[config.mk]
export PLATFORM = sky130hd
export DESIGN_NAME = uart_ssd_scan_display
export DESIGN_NICKNAME = d
export VERILOG_FILES = /design/src/rtl/ssd_pkg.sv /design/src/rtl/ssd_hex_decoder.sv /design/src/rtl/uart_ssd_scan_display.sv
export SDC_FILE = /design/constraint.sdc
export NUM_CORES = 1
export LEC_CHECK = 0
export CAP_MARGIN = 15
export CORE_MARGIN = 3
export CORE_UTILIZATION = 58
export DETAILED_ROUTE_END_ITERATION = 12
export HOLD_SLACK_MARGIN = 0.03
export PLACE_DENSITY = 0.8
export REMOVE_ABC_BUFFERS = 1
export SETUP_SLACK_MARGIN = 0.2
export SLEW_MARGIN = 20
export SYNTH_ARGS = -nofsm -noshare
export SYNTH_HDL_FRONTEND = slang
export SYNTH_SLANG_ARGS = --single-unit
[constraint.sdc]
create_clock -name clk -period 4.88 [get_ports clk]
set_clock_uncertainty 0.1 [all_clocks]
set_input_delay 1.22 -clock clk [delete_from_list [all_inputs] [get_ports clk]]
set_output_delay 1.22 -clock clk [all_outputs]
set_load 0.03 [all_outputs]
[src/rtl/ssd_pkg.sv]
// ssd_pkg: shared definitions for the seven-segment scan display.
//   - segment bit order {g,f,e,d,c,b,a}, glyphs stored active-high
//   - dash / blank constants, hex glyph table 0..F (lowercase b and d)
//   - scan slot state type
//   - seg_polarity(): maps an active-high glyph onto the pin polarity
package ssd_pkg;

    // Bit positions inside a 7-bit segment vector.
    localparam int SEG_A = 0;
    localparam int SEG_B = 1;
    localparam int SEG_C = 2;
    localparam int SEG_D = 3;
    localparam int SEG_E = 4;
    localparam int SEG_F = 5;
    localparam int SEG_G = 6;

    localparam logic [6:0] SEG_DASH  = 7'b100_0000;
    localparam logic [6:0] SEG_BLANK = 7'b000_0000;

    localparam logic [6:0] GLYPH_0 = 7'h3F;
    localparam logic [6:0] GLYPH_1 = 7'h06;
    localparam logic [6:0] GLYPH_2 = 7'h5B;
    localparam logic [6:0] GLYPH_3 = 7'h4F;
    localparam logic [6:0] GLYPH_4 = 7'h66;
    localparam logic [6:0] GLYPH_5 = 7'h6D;
    localparam logic [6:0] GLYPH_6 = 7'h7D;
    localparam logic [6:0] GLYPH_7 = 7'h07;
    localparam logic [6:0] GLYPH_8 = 7'h7F;
    localparam logic [6:0] GLYPH_9 = 7'h6F;
    localparam logic [6:0] GLYPH_A = 7'h77;
    localparam logic [6:0] GLYPH_B = 7'h7C;
    localparam logic [6:0] GLYPH_C = 7'h39;
    localparam logic [6:0] GLYPH_D = 7'h5E;
    localparam logic [6:0] GLYPH_E = 7'h79;
    localparam logic [6:0] GLYPH_F = 7'h71;

    typedef enum logic {
        ST_BLANK = 1'b0,
        ST_DRIVE = 1'b1
    } scan_state_e;

    function automatic logic [6:0] seg_polarity(input logic [6:0] glyph, input bit active_low);
        return active_low ? ~glyph : glyph;
    endfunction

endpackage

[src/rtl/ssd_hex_decoder.sv]
// ssd_hex_decoder: combinational nibble-to-glyph decoder.
//   nibble_i [3:0] : hex value to show
//   dash_i         : entry never written, show a dash instead
//   glyph_o  [6:0] : active-high segments {g,f,e,d,c,b,a}
module ssd_hex_decoder
    import ssd_pkg::*;
(
    input  logic [3:0] nibble_i,
    input  logic       dash_i,
    output logic [6:0] glyph_o
);

    always_comb begin
        glyph_o = SEG_BLANK;
        if (dash_i) begin
            glyph_o = SEG_DASH;
        end else begin
            case (nibble_i)
                4'h0:    glyph_o = GLYPH_0;
                4'h1:    glyph_o = GLYPH_1;
                4'h2:    glyph_o = GLYPH_2;
                4'h3:    glyph_o = GLYPH_3;
                4'h4:    glyph_o = GLYPH_4;
                4'h5:    glyph_o = GLYPH_5;
                4'h6:    glyph_o = GLYPH_6;
                4'h7:    glyph_o = GLYPH_7;
                4'h8:    glyph_o = GLYPH_8;
                4'h9:    glyph_o = GLYPH_9;
                4'hA:    glyph_o = GLYPH_A;
                4'hB:    glyph_o = GLYPH_B;
                4'hC:    glyph_o = GLYPH_C;
                4'hD:    glyph_o = GLYPH_D;
                4'hE:    glyph_o = GLYPH_E;
                default: glyph_o = GLYPH_F;
            endcase
        end
    end

endmodule

[src/rtl/uart_ssd_scan_display.sv]
// uart_ssd_scan_display: shows received UART bytes as hex digits on a
// time-multiplexed seven-segment bank (two digits per byte, digit 0 rightmost).
//   clk              : system clock
//   rst              : synchronous active-high reset
//   rx_data  [7:0]   : received byte
//   rx_valid         : one-cycle strobe qualifying rx_data
//   segments [6:0]   : {g,f,e,d,c,b,a}, registered, polarity set by SEG_ACTIVE_LOW
//   dig_sel  [2N-1:0]: one-hot active-low digit enable, registered
//
// Scan slot states (derived from the prescaler each cycle):
//   state    | meaning
//   ST_BLANK | div_cnt < BLANK_CYCLES, all digits off to stop ghosting
//   ST_DRIVE | rest of the slot, digit dig_idx enabled
module uart_ssd_scan_display
    import ssd_pkg::*;
#(
    parameter int NUM_BYTES      = 2,
    parameter int SCAN_DIV       = 416_667,
    parameter int BLANK_CYCLES   = 500,
    parameter int SHIFT_MODE     = 1,
    parameter int SEG_ACTIVE_LOW = 1
) (
    input  logic                   clk,
    input  logic                   rst,
    input  logic [7:0]             rx_data,
    input  logic                   rx_valid,
    output logic [6:0]             segments,
    output logic [2*NUM_BYTES-1:0] dig_sel
);

    localparam int NUM_DIGITS = 2 * NUM_BYTES;
    localparam int DIV_W      = (SCAN_DIV > 1) ? $clog2(SCAN_DIV) : 1;
    localparam int IDX_W      = $clog2(NUM_DIGITS);
    localparam int PTR_W      = (NUM_BYTES > 1) ? $clog2(NUM_BYTES) : 1;
    localparam bit ACT_LOW    = (SEG_ACTIVE_LOW != 0);

    localparam logic [DIV_W-1:0] DIV_LAST  = DIV_W'(SCAN_DIV - 1);
    localparam logic [DIV_W-1:0] BLANK_END = DIV_W'(BLANK_CYCLES);
    localparam logic [IDX_W-1:0] IDX_LAST  = IDX_W'(NUM_DIGITS - 1);
    localparam logic [PTR_W-1:0] PTR_LAST  = PTR_W'(NUM_BYTES - 1);

    // ------------------------------------------------------------------
    // Display buffer
    // ------------------------------------------------------------------
    logic [NUM_BYTES-1:0][7:0] byte_q, byte_d;
    logic [NUM_BYTES-1:0]      written_q, written_d;
    logic [PTR_W-1:0]          wr_ptr_q, wr_ptr_d;

    always_comb begin
        byte_d    = byte_q;
        written_d = written_q;
        wr_ptr_d  = wr_ptr_q;
        if (rx_valid) begin
            if (SHIFT_MODE != 0) begin
                for (int k = NUM_BYTES - 1; k > 0; k--) begin
                    byte_d[k]    = byte_q[k-1];
                    written_d[k] = written_q[k-1];
                end
                byte_d[0]    = rx_data;
                written_d[0] = 1'b1;
            end else begin
                for (int k = 0; k < NUM_BYTES; k++) begin
                    if (wr_ptr_q == PTR_W'(k)) begin
                        byte_d[k]    = rx_data;
                        written_d[k] = 1'b1;
                    end
                end
                wr_ptr_d = (wr_ptr_q == PTR_LAST) ? '0 : wr_ptr_q + PTR_W'(1);
            end
        end
    end

    always_ff @(posedge clk) begin
        if (rst) begin
            byte_q    <= '0;
            written_q <= '0;
            wr_ptr_q  <= '0;
        end else begin
            byte_q    <= byte_d;
            written_q <= written_d;
            wr_ptr_q  <= wr_ptr_d;
        end
    end

    // ------------------------------------------------------------------
    // Prescaler and digit index
    // ------------------------------------------------------------------
    logic [DIV_W-1:0] div_cnt_q, div_cnt_d;
    logic [IDX_W-1:0] dig_idx_q, dig_idx_d;
    logic             slot_tc;
    scan_state_e      state_d;

    always_comb begin
        slot_tc   = (div_cnt_q == DIV_LAST);
        div_cnt_d = slot_tc ? '0 : div_cnt_q + DIV_W'(1);
        dig_idx_d = dig_idx_q;
        if (slot_tc) begin
            dig_idx_d = (dig_idx_q == IDX_LAST) ? '0 : dig_idx_q + IDX_W'(1);
        end
        state_d = (div_cnt_d < BLANK_END) ? ST_BLANK : ST_DRIVE;
    end

    // ------------------------------------------------------------------
    // Glyph selection. Outputs are registered from next-cycle scan values
    // so dig_sel and segments line up with div_cnt/dig_idx, while the
    // buffer contribution is the current byte_q (one extra cycle of
    // latency from rx_valid to the pins).
    // ------------------------------------------------------------------
    logic [3:0] nibble;
    logic       nib_dash;
    logic [6:0] glyph;
    logic [6:0] seg_d;
    logic [NUM_DIGITS-1:0] dig_sel_d;

    always_comb begin
        nibble   = 4'h0;
        nib_dash = 1'b1;
        for (int k = 0; k < NUM_BYTES; k++) begin
            if (dig_idx_d == IDX_W'(2 * k)) begin
                nibble   = byte_q[k][3:0];
                nib_dash = ~written_q[k];
            end else if (dig_idx_d == IDX_W'(2 * k + 1)) begin
                nibble   = byte_q[k][7:4];
                nib_dash = ~written_q[k];
            end
        end
    end

    ssd_hex_decoder u_dec (
        .nibble_i (nibble),
        .dash_i   (nib_dash),
        .glyph_o  (glyph)
    );

    always_comb begin
        seg_d     = seg_polarity(glyph, ACT_LOW);
        dig_sel_d = '1;
        if (state_d == ST_DRIVE) begin
            dig_sel_d = ~(NUM_DIGITS'(1) << dig_idx_d);
        end
    end

    // ------------------------------------------------------------------
    // Scan FSM with registered outputs
    // ------------------------------------------------------------------
    logic [6:0]            segments_q;
    logic [NUM_DIGITS-1:0] dig_sel_q;

    always_ff @(posedge clk) begin
        if (rst) begin
            div_cnt_q  <= '0;
            dig_idx_q  <= '0;
            dig_sel_q  <= '1;
            segments_q <= seg_polarity(SEG_DASH, ACT_LOW);
        end else begin
            div_cnt_q  <= div_cnt_d;
            dig_idx_q  <= dig_idx_d;
            dig_sel_q  <= dig_sel_d;
            segments_q <= seg_d;
        end
    end

    assign segments = segments_q;
    assign dig_sel  = dig_sel_q;

endmodule

# Word-level counts from Yosys, hierarchy flattened
# Memory sizes are Yosys's and may differ from the RTL's.
# Cells that the tools add are included.
# W data, S select, Z words.
[classes] div_mod_pow=0 magnitude_cmp=1 shifts=1 bitwise=4 muxes=12 mul=0 reduce_logical=2 n_addsub=2 n_eq_ne=5
[ops] op="$add A19 B1 Y19 const B" count=1
[ops] op="$eq A19 B19 Y1 const B" count=1
[ops] op="$lt A19 B9 Y1 const B" count=1
[ops] op="$mux W19" count=1
[ops] op="$mux W4" count=4
[ops] op="$mux W7" count=1
[ops] op="$not A7 Y7" count=1
[ops] op="$eq A2 B2 Y1 const B" count=3
[ops] op="$mux W1" count=4
[ops] op="$mux W2" count=2
[ops] op="$not A4 Y4" count=1
[ops] op="$shl A1 B2 Y4 const A" count=1
[ops] op="$add A2 B1 Y2 const B" count=1
[ops] op="$eq A2 B1 Y1 const B" count=1
[ops] op="$logic_not A2 Y1" count=1
[ops] op="$not A1 Y1" count=2
[ops] op="$reduce_or A2 Y1" count=1
[word_totals] out_inout_bits=11 latch_bits=0 rom_bits=112 memories=1 register_bits=50 inputBits=11 ram_bits=0
[mem_list] name="(name not given)" depth=16 width=7 read_ports=1 rd_ports_with_merged_regs=0 write_ports=0 line_no="ssd_hex_decoder.sv:18" text="case (nibble_i)"

# Longest topological paths before layout
# Gate-level depths: netlist of run 1.
# An unclocked memory read counts as a cell.
[logic_depth] ltp_word=11 ltp_mapped=14

# By module
# Synthesis of run 1 repeated with hierarchy kept, for this count alone.
[unflattened] hier_cells=300 area_unflattened_um2=2781.4
[modules_own_cells] mod="uart_ssd_scan_display" cells_each=262 seq_area_each_um2=1001.0 area_each_um2=2419.8 instances=1
[modules_own_cells] mod="ssd_hex_decoder" cells_each=38 seq_area_each_um2=0.0 area_each_um2=361.6 instances=1

# Least setup slack after synthesis of run 1
# OpenSTA, ideal clock, no wires.
[synth_timing] path_kind="reg-to-reg" from="register div_cnt_q[10]" to="register segments_q[3] (netlist: segments[3])" t_required_ps=4701 path_stages_with_launch=15 setup_slack_ps=1153 t_arrival_ps=3548 setup_ps=79 cell_sequence="dfxtp_1 buf_6 or4_4 or4_1 buf_2 or4_4 buf_6 and2_4 mux2_4 inv_2 ha_1 a21bo_2 o22ai_1 a31oi_1 o221ai_2"
[synth_via] elab_chain_len=10 word_cells_on_any_way=17
[synth_rtl] element="start: declaration" line_no="uart_ssd_scan_display.sv:88" text="logic [DIV_W-1:0] div_cnt_q, div_cnt_d;"
[synth_rtl] element="start signal: assignment" line_no="uart_ssd_scan_display.sv:156" text="div_cnt_q <= div_cnt_d;"
[synth_rtl] element="$eq A19 B19 Y1 (*)" line_no="uart_ssd_scan_display.sv:94" text="slot_tc = (div_cnt_q == DIV_LAST);"
[synth_rtl] element="$mux W2 (*)" line_no="uart_ssd_scan_display.sv:97" text="if (slot_tc) begin"
[synth_rtl] element="$eq A2 B1 Y1" line_no="uart_ssd_scan_display.sv:122" text="end else if (dig_idx_d == IDX_W'(2 * k + 1)) begin"
[synth_rtl] element="$mux W4" line_no="uart_ssd_scan_display.sv:122"
[synth_rtl] element="$mux W4" line_no="uart_ssd_scan_display.sv:119" text="if (dig_idx_d == IDX_W'(2 * k)) begin"
[synth_rtl] element="$mux W4" line_no="uart_ssd_scan_display.sv:122"
[synth_rtl] element="$mux W4" line_no="uart_ssd_scan_display.sv:119"
[synth_rtl] element="$mem_v2 Z16 W7"
[synth_rtl] element="$mux W7 (*)" line_no="ssd_hex_decoder.sv:15" text="if (dash_i) begin"
[synth_rtl] element="$not A7 Y7 (*)" line_no="ssd_pkg.sv:43" text="return active_low ? ~glyph : glyph;"
[synth_rtl] element="end signal: assignment" line_no="uart_ssd_scan_display.sv:154" text="segments_q <= seg_polarity(SEG_DASH, ACT_LOW);"
[synth_rtl] element="end signal: assignment" line_no="uart_ssd_scan_display.sv:159" text="segments_q <= seg_d;"
[synth_rtl] element="end: declaration" line_no="uart_ssd_scan_display.sv:146" text="logic [6:0] segments_q;"
# Mark *: on every way between the ends. The rest lies on a longest branch, timed or not.
# A chain may end at the register's enable or synchronous reset.

# Worst setup path after layout of run 1
[layout_timing] from="register div_cnt_q[0]" to="register segments_q[3] (netlist: segments[3])"
# The elaborated chain is that of the path after synthesis.

==> results of run 1 <==
==> flip-flops by register name, summed over array words and instances, names as in the netlist <==
| register | cells |
|---|---|
| div_cnt_q | 19 |
| byte_q | 16 |
| segments | 7 |
| dig_sel | 4 |
| dig_idx_q | 2 |
| written_q | 2 |
==> logic make-up (layout without fill, tap and decap cells) <==
| group | after synthesis | in the layout | share of synthesized area |
|---|---|---|---|
| XOR/XNOR | 20 | 20 | 0.0650 |
| flip-flops | 50 | 50 | 0.372 |
| multiplexers | 21 | 21 | 0.0864 |
| AND/OR/NAND/NOR | 140 | 140 | 0.249 |
| buffers and inverters | 26 | 40 | 0.0478 |
| AO/OA/AOI/OAI | 53 | 53 | 0.152 |
| adder cells (fa/ha/maj) | 6 | 6 | 0.0279 |
==> power by group through the flow <==
stage               registers, W  clock network, W  logic (W)
floorplan               0.000445                 0  0.0000478
global placement        0.000440                 0  0.0000850
detailed placement      0.000441                 0  0.0000862
CTS                     0.000431          0.000255  0.0000867
global route            0.000433          0.000270  0.0000968
finish                  0.000431          0.000249  0.0000867
==> routing by layer <==
layer  global-route usage  part of all wire  up-vias
met3               0.0500             0.037       14
met1                0.268              0.44     1060
met5                    0                 0        -
met4                0.101             0.023        0
met2                0.389              0.50       51
li1                     -                 -     1154
==> worst paths after layout <==
kind	cells past startpoint	slack, ns	end
hold reg to reg	1	0.37	div_cnt_q[0]$_SDFF_PP0_
setup reg to reg	12	0.78	segments[3]$_SDFF_PP1_
hold / removal	1	0.37	div_cnt_q[0]$_SDFF_PP0_
setup / recovery	12	0.78	segments[3]$_SDFF_PP1_
==> cells in the mapped netlist, drive strengths merged, types with 2 or more instances <==
cell type | instances | area (um^2)
inv | 10 | 37.5
clkbuf | 10 | 37.5
buf | 6 | 53.8
xnor2 | 12 | 105
a21oi | 7 | 35.0
mux2i | 19 | 203
dfxtp | 50 | 1000
a211o | 2 | 17.5
or2 | 2 | 12.5
xor2 | 8 | 70.1
o22ai | 2 | 12.5
nand4b | 3 | 26.3
nand2 | 31 | 116
o221ai | 3 | 32.5
nand4 | 4 | 25.0
nor4 | 5 | 31.3
nor2b | 3 | 18.8
nand2b | 2 | 12.5
a32oi | 4 | 53.8
ha | 6 | 75.1
nand3 | 12 | 60.1
o211ai | 2 | 15.0
a22oi | 6 | 45.0
or3 | 2 | 12.5
nor4b | 2 | 17.5
or4 | 6 | 52.6
nor2 | 55 | 206
nor3 | 9 | 45.0
a31oi | 3 | 33.8
a211oi | 5 | 37.5
mux2 | 2 | 30.0
o21ai | 11 | 55.1
==> cell type report <==
cell class,count,area (um^2),share of cell area
repair buffers,22,218,0.0730
inverters,10,37.5,0.0126
flip-flops and latches,50,1000,0.336
clock inverters,2,12.5,0.00420
multi-input cells,240,1560,0.525
clock buffers,6,82.6,0.0277
well taps,52,65.1,0.0218
==> stage by stage <==
step / worst slack [ns] / hold WS, ns / power, W
6_report: 0.776 / 0.372 / 0.000766
5_1_grt: 0.482 / 0.429 / 0.000799
4_1_cts: 0.849 / 0.377 / 0.000773
3_5_place_dp: 0.884 / 0.357 / 0.000527
3_3_place_gp: 1.02 / 0.344 / 0.000525
2_1_floorplan: 1.23 / 0.330 / 0.000493
==> summary.txt, run 1 <==
Power and ir drop
  • Cell Pwr Density: 257 nW/um^2
  • Fraction of power consumed by the clock network: 0.325
  • Reported leakage power: between 1 and 1.5 nW
  • Relative contribution of sequential cells to total power: 0.562
  • NetSw: roughly 0.00019 W
  • Worst vdd ir: ~0.18 mV
  • Combinational share of power: 0.113
  • Switching portion of total power: 0.250
  • Internal power: 0.000574 W

Critical path
  • Origin of the critical flop-to-flop path: div_cnt_q[0]$_SDFF_PP0_
  • Launch point of the critical path: div_cnt_q[0]$_SDFF_PP0_
  • Type of the worst setup path: reg2reg
  • Buf+Inv Stages, Crit Path: 1
  • Worst endpoint data arrival time: 4.23 ns
  • CP cell instances: inv_1, ha_1, or3b_2, or4_1, nor3_1, o21ai_0, a32oi_4, ha_1, a21bo_2, o22ai_1, a31oi_1, o221ai_2
  • Critical Path Most Common Cell: sky130_fd_sc_hd__ha_1
  • Critical path required time: approximately 5.0 ns
  • Slowest cell on crit path: sky130_fd_sc_hd__nor3_1
  • Crit-path max cell delay: ~0.56 ns
  • Endpoint kind of the worst setup timing path: register
  • Peak fanout along the critical path: 8
  • Critical path startpoint category: register
  • Gate family responsible for the most delay along the worst path: simple AND/OR/NAND/NOR gates

Route
  • Vias per cell: 5.97
  • DRC errors left: 0
  • DRC violation total after the first TritonRoute iteration: around 150
  • Routed WL per cell: between 10 and 15 um
  • Detailed Route WL: between 5000 and 6000 um
  • Final ANT Viol Nets: 0
  • Number of search-and-repair iterations in the first detailed-routing pass: 4
  • Overall via count from detail_route: around 2300

Cells and area
  • Final #Nets: about 350
  • Commonest cells after routing, fill and taps aside: sky130_fd_sc_hd__nor2_1, sky130_fd_sc_hd__dfxtp_1, sky130_fd_sc_hd__nand2_1
  • Post-Layout Inst Area: 2980 um^2
  • Total of fill cells in the finished design: ~390
  • Synth-to-layout area growth: 10.6%
  • Final core utilization: 0.675
  • Non-filler instance count after layout: approximately 380
  • Most frequent standard cell in the layout excluding fill and tap cells: sky130_fd_sc_hd__nor2_1
  • Antenna diodes: 0
  • Share of final-layout standard cells stronger than drive strength 1: 0.0727

Clock network
  • Post-CTS Resized: 0
  • Clock tree from TritonCTS: done
  • H-tree levels: 2
  • Skew-Pair Late Insertion Delay: 0.31 ns
  • Post-CTS repair timing setup buffer count: 0
  • Clock tree root driver cell: sky130_fd_sc_hd__clkbuf_8
  • Cts hold-fix bufs: 0
  • Number of clock sinks seen by CTS: 50
  • Number of CTS-inserted buffers: 5
  • Clock transition at the register clock pins on the worst setup and hold paths after CTS: ~0.08 ns
  • Maximum root-to-sink buffer count: 2

Yosys
  • Sequential share of the synthesized area: 0.372
  • Fraction of registers with async set/reset: 0
  • Count of flip-flops with a built-in enable after synthesis: 0
  • Cell area after synthesis: 2690 um^2
  • Cell variety after synth: 53
  • Cell count after synthesis: approximately 320
  • Syn. warnings: 0
  • Post-synth top flop: sky130_fd_sc_hd__dfxtp_1
  • Average cell area after synthesis: 8.52 um^2
  • FF+latch count, synth: 50

Timing
  • Setup Total Neg Slack: 0 ns
  • Final setup vio count: 0
  • Worst slew slack as a fraction of its limit: 0.333
  • Post-route fraction of the period consumed by the critical path: 0.841
  • Maximum frequency from static timing analysis: around 0.24 GHz
  • Worst Tran Pin Value: ~1.0 ns
  • Total count of hold-check failures in the final report: 0
  • RSZ-0062 raised after global routing: no
  • Time the worst path needs with I/O delays and setup: 4.10 ns
  • Max-slew violations: 0

Floorplanning
  • Number of top-level pins: 22
  • Initial Util: 0.610
  • Die Span X: approximately 74 um
  • Die H: around 74 um
  • Area of the die: approximately 5500 um^2
  • Core Region: roughly 4400 um^2
  • Row Count: 24

Placement
  • Routability cong.: approximately 0.9
  • Port Buffer Count: 21
  • DP Cell Count: about 370
  • Placed cell areas: just under 3000 um^2
  • Detailed placer's ending HPWL: around 4000 um

Flow run
  • Count of max-cap constraint violations: 0

GRT
  • Largest net degree at the start of global routing: 19
  • First-pass GRT wire length: around 9800 um
  • Initial antenna violation count: 0
  • Overflow left after global routing: 0
  • Via count of the first global-routing pass: 2214
  • Overall Global Routing Usage: 0.226

Hold path
  • Source of the worst hold timing path: div_cnt_q[0]$_SDFF_PP0_
  • Worst hold-check path type: reg2reg

Run status
  • Outcome: completed
Note: power is estimated with default switching activity, not from simulation.
==> run 2, diff against run 1 <==
--- a/config.mk
+++ b/config.mk
@@ -7,10 +7,10 @@
 export LEC_CHECK = 0
 export CAP_MARGIN = 15
 export CORE_MARGIN = 3
-export CORE_UTILIZATION = 58
+export CORE_UTILIZATION = 52
 export DETAILED_ROUTE_END_ITERATION = 12
 export HOLD_SLACK_MARGIN = 0.03
-export PLACE_DENSITY = 0.8
+export PLACE_DENSITY = 0.75
 export REMOVE_ABC_BUFFERS = 1
 export SETUP_SLACK_MARGIN = 0.2
 export SLEW_MARGIN = 20
==> constraint.sdc (replaced) <==
create_clock -name clk -period 3.4 [get_ports clk]
set_clock_uncertainty 0.1 [all_clocks]
set_input_delay 0.85 -clock clk [delete_from_list [all_inputs] [get_ports clk]]
set_output_delay 0.85 -clock clk [all_outputs]
set_load 0.03 [all_outputs]
==> run 2 against run 1 <==
Effect of this change: setup slack lost 0.67 ns; core utilization grew 2.5 points; routed wire length grew 23%; non-clock buffer count grew 36; register-to-register slack lost 0.67 ns; design area grew 14%; critical path depth shrank 1; maximum frequency grew 24%; cell count grew 13%; total power grew 42%; die area grew 11%; sequential cell count is the same; critical path type unchanged; critical endpoint is now segments[6]$_SDFF_PP0_; largest cell class unchanged; largest power group unchanged.
==> summary.txt, run 2 (synthesis gave the netlist of run 1 again) <==
Floorplanning
  • Initial Util: 0.556 (-0.0546)
  • Die Span X: 78.0 um (+5.2%)
  • Core Region: 4850 um^2 (+9.8%)
  • Number of top-level pins: 22 (unchanged)
  • Row Count: 25 (+4.2%)
  • Die H: 78.0 um (+5.2%)
  • Area of the die: 6080 um^2 (+11%)

GRT
  • First-pass GRT wire length: 11400 um (+17%)
  • Initial antenna violation count: 0 (unchanged)
  • Via count of the first global-routing pass: 2410 (+8.9%)
  • Overall Global Routing Usage: 0.230 (+0.00441)
  • Largest net degree at the start of global routing: 19 (unchanged)
  • Overflow left after global routing: 0 (unchanged)

Cells and area
  • Share of final-layout standard cells stronger than drive strength 1: 0.208 (+0.135)
  • Synth-to-layout area growth: 26.0%
  • Area used by sequential logic in the layout: 1000 um^2 (+0.25%)
  • Total of fill cells in the finished design: 380 (-3.1%)
  • Most flop-heavy register: div_cnt_q
  • Number of flip-flops under the largest register name: 19 (unchanged)
  • Commonest cells after routing, fill and taps aside: sky130_fd_sc_hd__nor2_1, sky130_fd_sc_hd__dfxtp_1, sky130_fd_sc_hd__buf_4
  • Antenna diodes: 0 (unchanged)
  • Final #Nets: 382 (+10%)
  • Area occupied by multi-input gates: 1690 um^2 (+8.2%)
  • Most frequent standard cell in the layout excluding fill and tap cells: sky130_fd_sc_hd__nor2_1
  • Final core utilization: 0.700 (+0.0250)
  • Post-Layout Inst Area: 3390 um^2 (+14%)
  • Non-filler instance count after layout: 432 (+13%)

Timing
  • RSZ-0062 raised after global routing: yes
  • Final setup vio count: 0 (unchanged)
  • Worst hold margin: 0.409 ns (+0.0372 ns)
  • Maximum frequency from static timing analysis: 0.303 GHz (+24%)
  • Worst slew slack as a fraction of its limit: 0.594 (+0.262)
  • Post-route fraction of the period consumed by the critical path: 0.970 (+0.129)
  • Total count of hold-check failures in the final report: 0 (unchanged)
  • Worst Tran Pin Value: 0.606 ns (-0.392 ns)
  • Time the worst path needs with I/O delays and setup: 3.30 ns (-0.807 ns)
  • Max-slew violations: 0 (unchanged)

Route
  • Detailed Route WL: 6690 um (+23%)
  • Overall via count from detail_route: 2520 (+11%)
  • Routed WL per cell: 15.5 um (+8.4%)
  • Final ANT Viol Nets: 0 (unchanged)
  • DRC violation total after the first TritonRoute iteration: 182 (+26%)
  • Vias per cell: 5.83 (-2.2%)
  • DRC errors left: 0 (unchanged)
  • Number of search-and-repair iterations in the first detailed-routing pass: 5 (+1)

Critical path
  • Endpoint kind of the worst setup timing path: register
  • R2r worst-path depth: 11 (-1)
  • Critical path required time: 3.52 ns (-1.49 ns)
  • Destination of the worst register-to-register timing path: segments[6]$_SDFF_PP0_
  • Critical path startpoint category: register
  • Type of the worst setup path: reg2reg
  • Worst endpoint data arrival time: 3.42 ns (-0.81 ns)
  • Origin of the critical flop-to-flop path: div_cnt_q[10]$_SDFF_PP0_
  • Reg2Reg Setup Slack: 0.10 ns (-0.67 ns)
  • Peak fanout along the critical path: 4 (-4)

Power and ir drop
  • Worst vdd ir: 0.253 mV (+44%)
  • Total power draw: 0.00109 W (+42%)
  • Cell Pwr Density: 321 nW/um^2 (+25%)
  • Reported leakage power: 1.28 nW (+17%)

Clock network
  • Number of clock sinks seen by CTS: 50 (unchanged)
  • H-tree levels: 2 (unchanged)
  • Skew-Pair Late Insertion Delay: 0.30 ns (about the same)
  • Clock tree root driver cell: sky130_fd_sc_hd__clkbuf_8
  • Clock tree from TritonCTS: done
  • Clock transition at the register clock pins on the worst setup and hold paths after CTS: 0.09 ns (about the same)
  • Cts hold-fix bufs: 0 (unchanged)
  • Maximum root-to-sink buffer count: 2 (unchanged)
  • Number of CTS-inserted buffers: 5 (unchanged)

Placement
  • Detailed placer's ending HPWL: 4420 um (+10%)
  • Routability cong.: 0.884 (about the same)
  • DP Cell Count: 418 (+12%)
  • Port Buffer Count: 21 (unchanged)
  • Placed cell areas: 3120 um^2 (+8.2%)

Flow run
  • Count of max-cap constraint violations: 0 (unchanged)

Hold path
  • Worst hold-check path type: reg2reg
  • Source of the worst hold timing path: written_q[1]$_SDFFE_PP0P_
  • Destination of the worst hold path: written_q[1]$_SDFFE_PP0P_
  • Worst hold path depth: 2 (+1)

Run status
  • Outcome: completed
run 2: what timing repair did:
action	4_1_cts	5_1_grt
setup buffers	5	2
endpoints found under the setup margin	7	7
gates resized for setup	23	10
pin swaps	10	8
run 2: area by class of cell:
| cell class | count | share of cell area |
|---|---|---|
| inverter | 10 | 0.0118 |
| timing repair buffer | 58 | 0.147 |
| clock buffer | 7 | 0.0225 |
| multi-input combinational | 240 | 0.498 |
| sequential | 50 | 0.296 |
| tap | 67 | 0.0247 |
run 2: critical path, cell delays in order (launching register included):
cell and delay, ns:
sky130_fd_sc_hd__dfxtp_2 0.32, sky130_fd_sc_hd__or4_4 0.53, sky130_fd_sc_hd__or4_4 0.43, sky130_fd_sc_hd__or4_4 0.43, sky130_fd_sc_hd__and2_4 0.17, sky130_fd_sc_hd__buf_6 0.12, sky130_fd_sc_hd__a32oi_4 0.26, sky130_fd_sc_hd__ha_4 0.19
sky130_fd_sc_hd__a21bo_4 0.23, sky130_fd_sc_hd__o22ai_4 0.19, sky130_fd_sc_hd__a21oi_2 0.05, sky130_fd_sc_hd__o22ai_1 0.20
run 2: how the worst max path moves through the flow:
stage,depth (start not counted),start,endpoint
finish,11,div_cnt_q[10]$_SDFF_PP0_,segments[6]$_SDFF_PP0_
CTS,11,div_cnt_q[10]$_SDFF_PP0_,segments[3]$_SDFF_PP1_
global placement,11,div_cnt_q[10]$_SDFF_PP0_,segments[3]$_SDFF_PP1_
detailed placement,11,div_cnt_q[10]$_SDFF_PP0_,segments[3]$_SDFF_PP1_
floorplan,11,div_cnt_q[10]$_SDFF_PP0_,segments[3]$_SDFF_PP1_
global route,11,div_cnt_q[10]$_SDFF_PP0_,segments[6]$_SDFF_PP0_
run 2: metal layers:
metal	GRT usage	vias up	share of wire
li1	-	1222	-
met2	0.415	97	0.51
met5	0	-	0
met3	0.0418	25	0.051
met4	0.0927	0	0.033
met1	0.266	1176	0.40
run 2: power by group:
part	switching (W)	internal (W)	leakage, nW
sequential	0.0000134	0.000604	0.408
combinational	0.0000802	0.0000710	0.834
clock	0.000179	0.000142	0.0383
total	0.000272	0.000817	1.28
run 2: metrics by stage:
stage          worst slack (ns)  setup TNS, ns
5_1_grt                  0.0329              0
4_1_cts                   0.166              0
2_1_floorplan            -0.254         -0.835
3_5_place_dp            -0.0372        -0.0949
3_3_place_gp             0.0401              0
6_report                  0.103              0
==> run 3, diff against run 2 <==
--- a/config.mk
+++ b/config.mk
@@ -9,6 +9,7 @@
 export CORE_MARGIN = 3
 export CORE_UTILIZATION = 52
 export DETAILED_ROUTE_END_ITERATION = 12
+export GPL_ROUTABILITY_DRIVEN = 0
 export HOLD_SLACK_MARGIN = 0.03
 export PLACE_DENSITY = 0.75
 export REMOVE_ABC_BUFFERS = 1
==> results of run 3 <==
The final DEF is identical to that of run 2; final timing and power are the same.
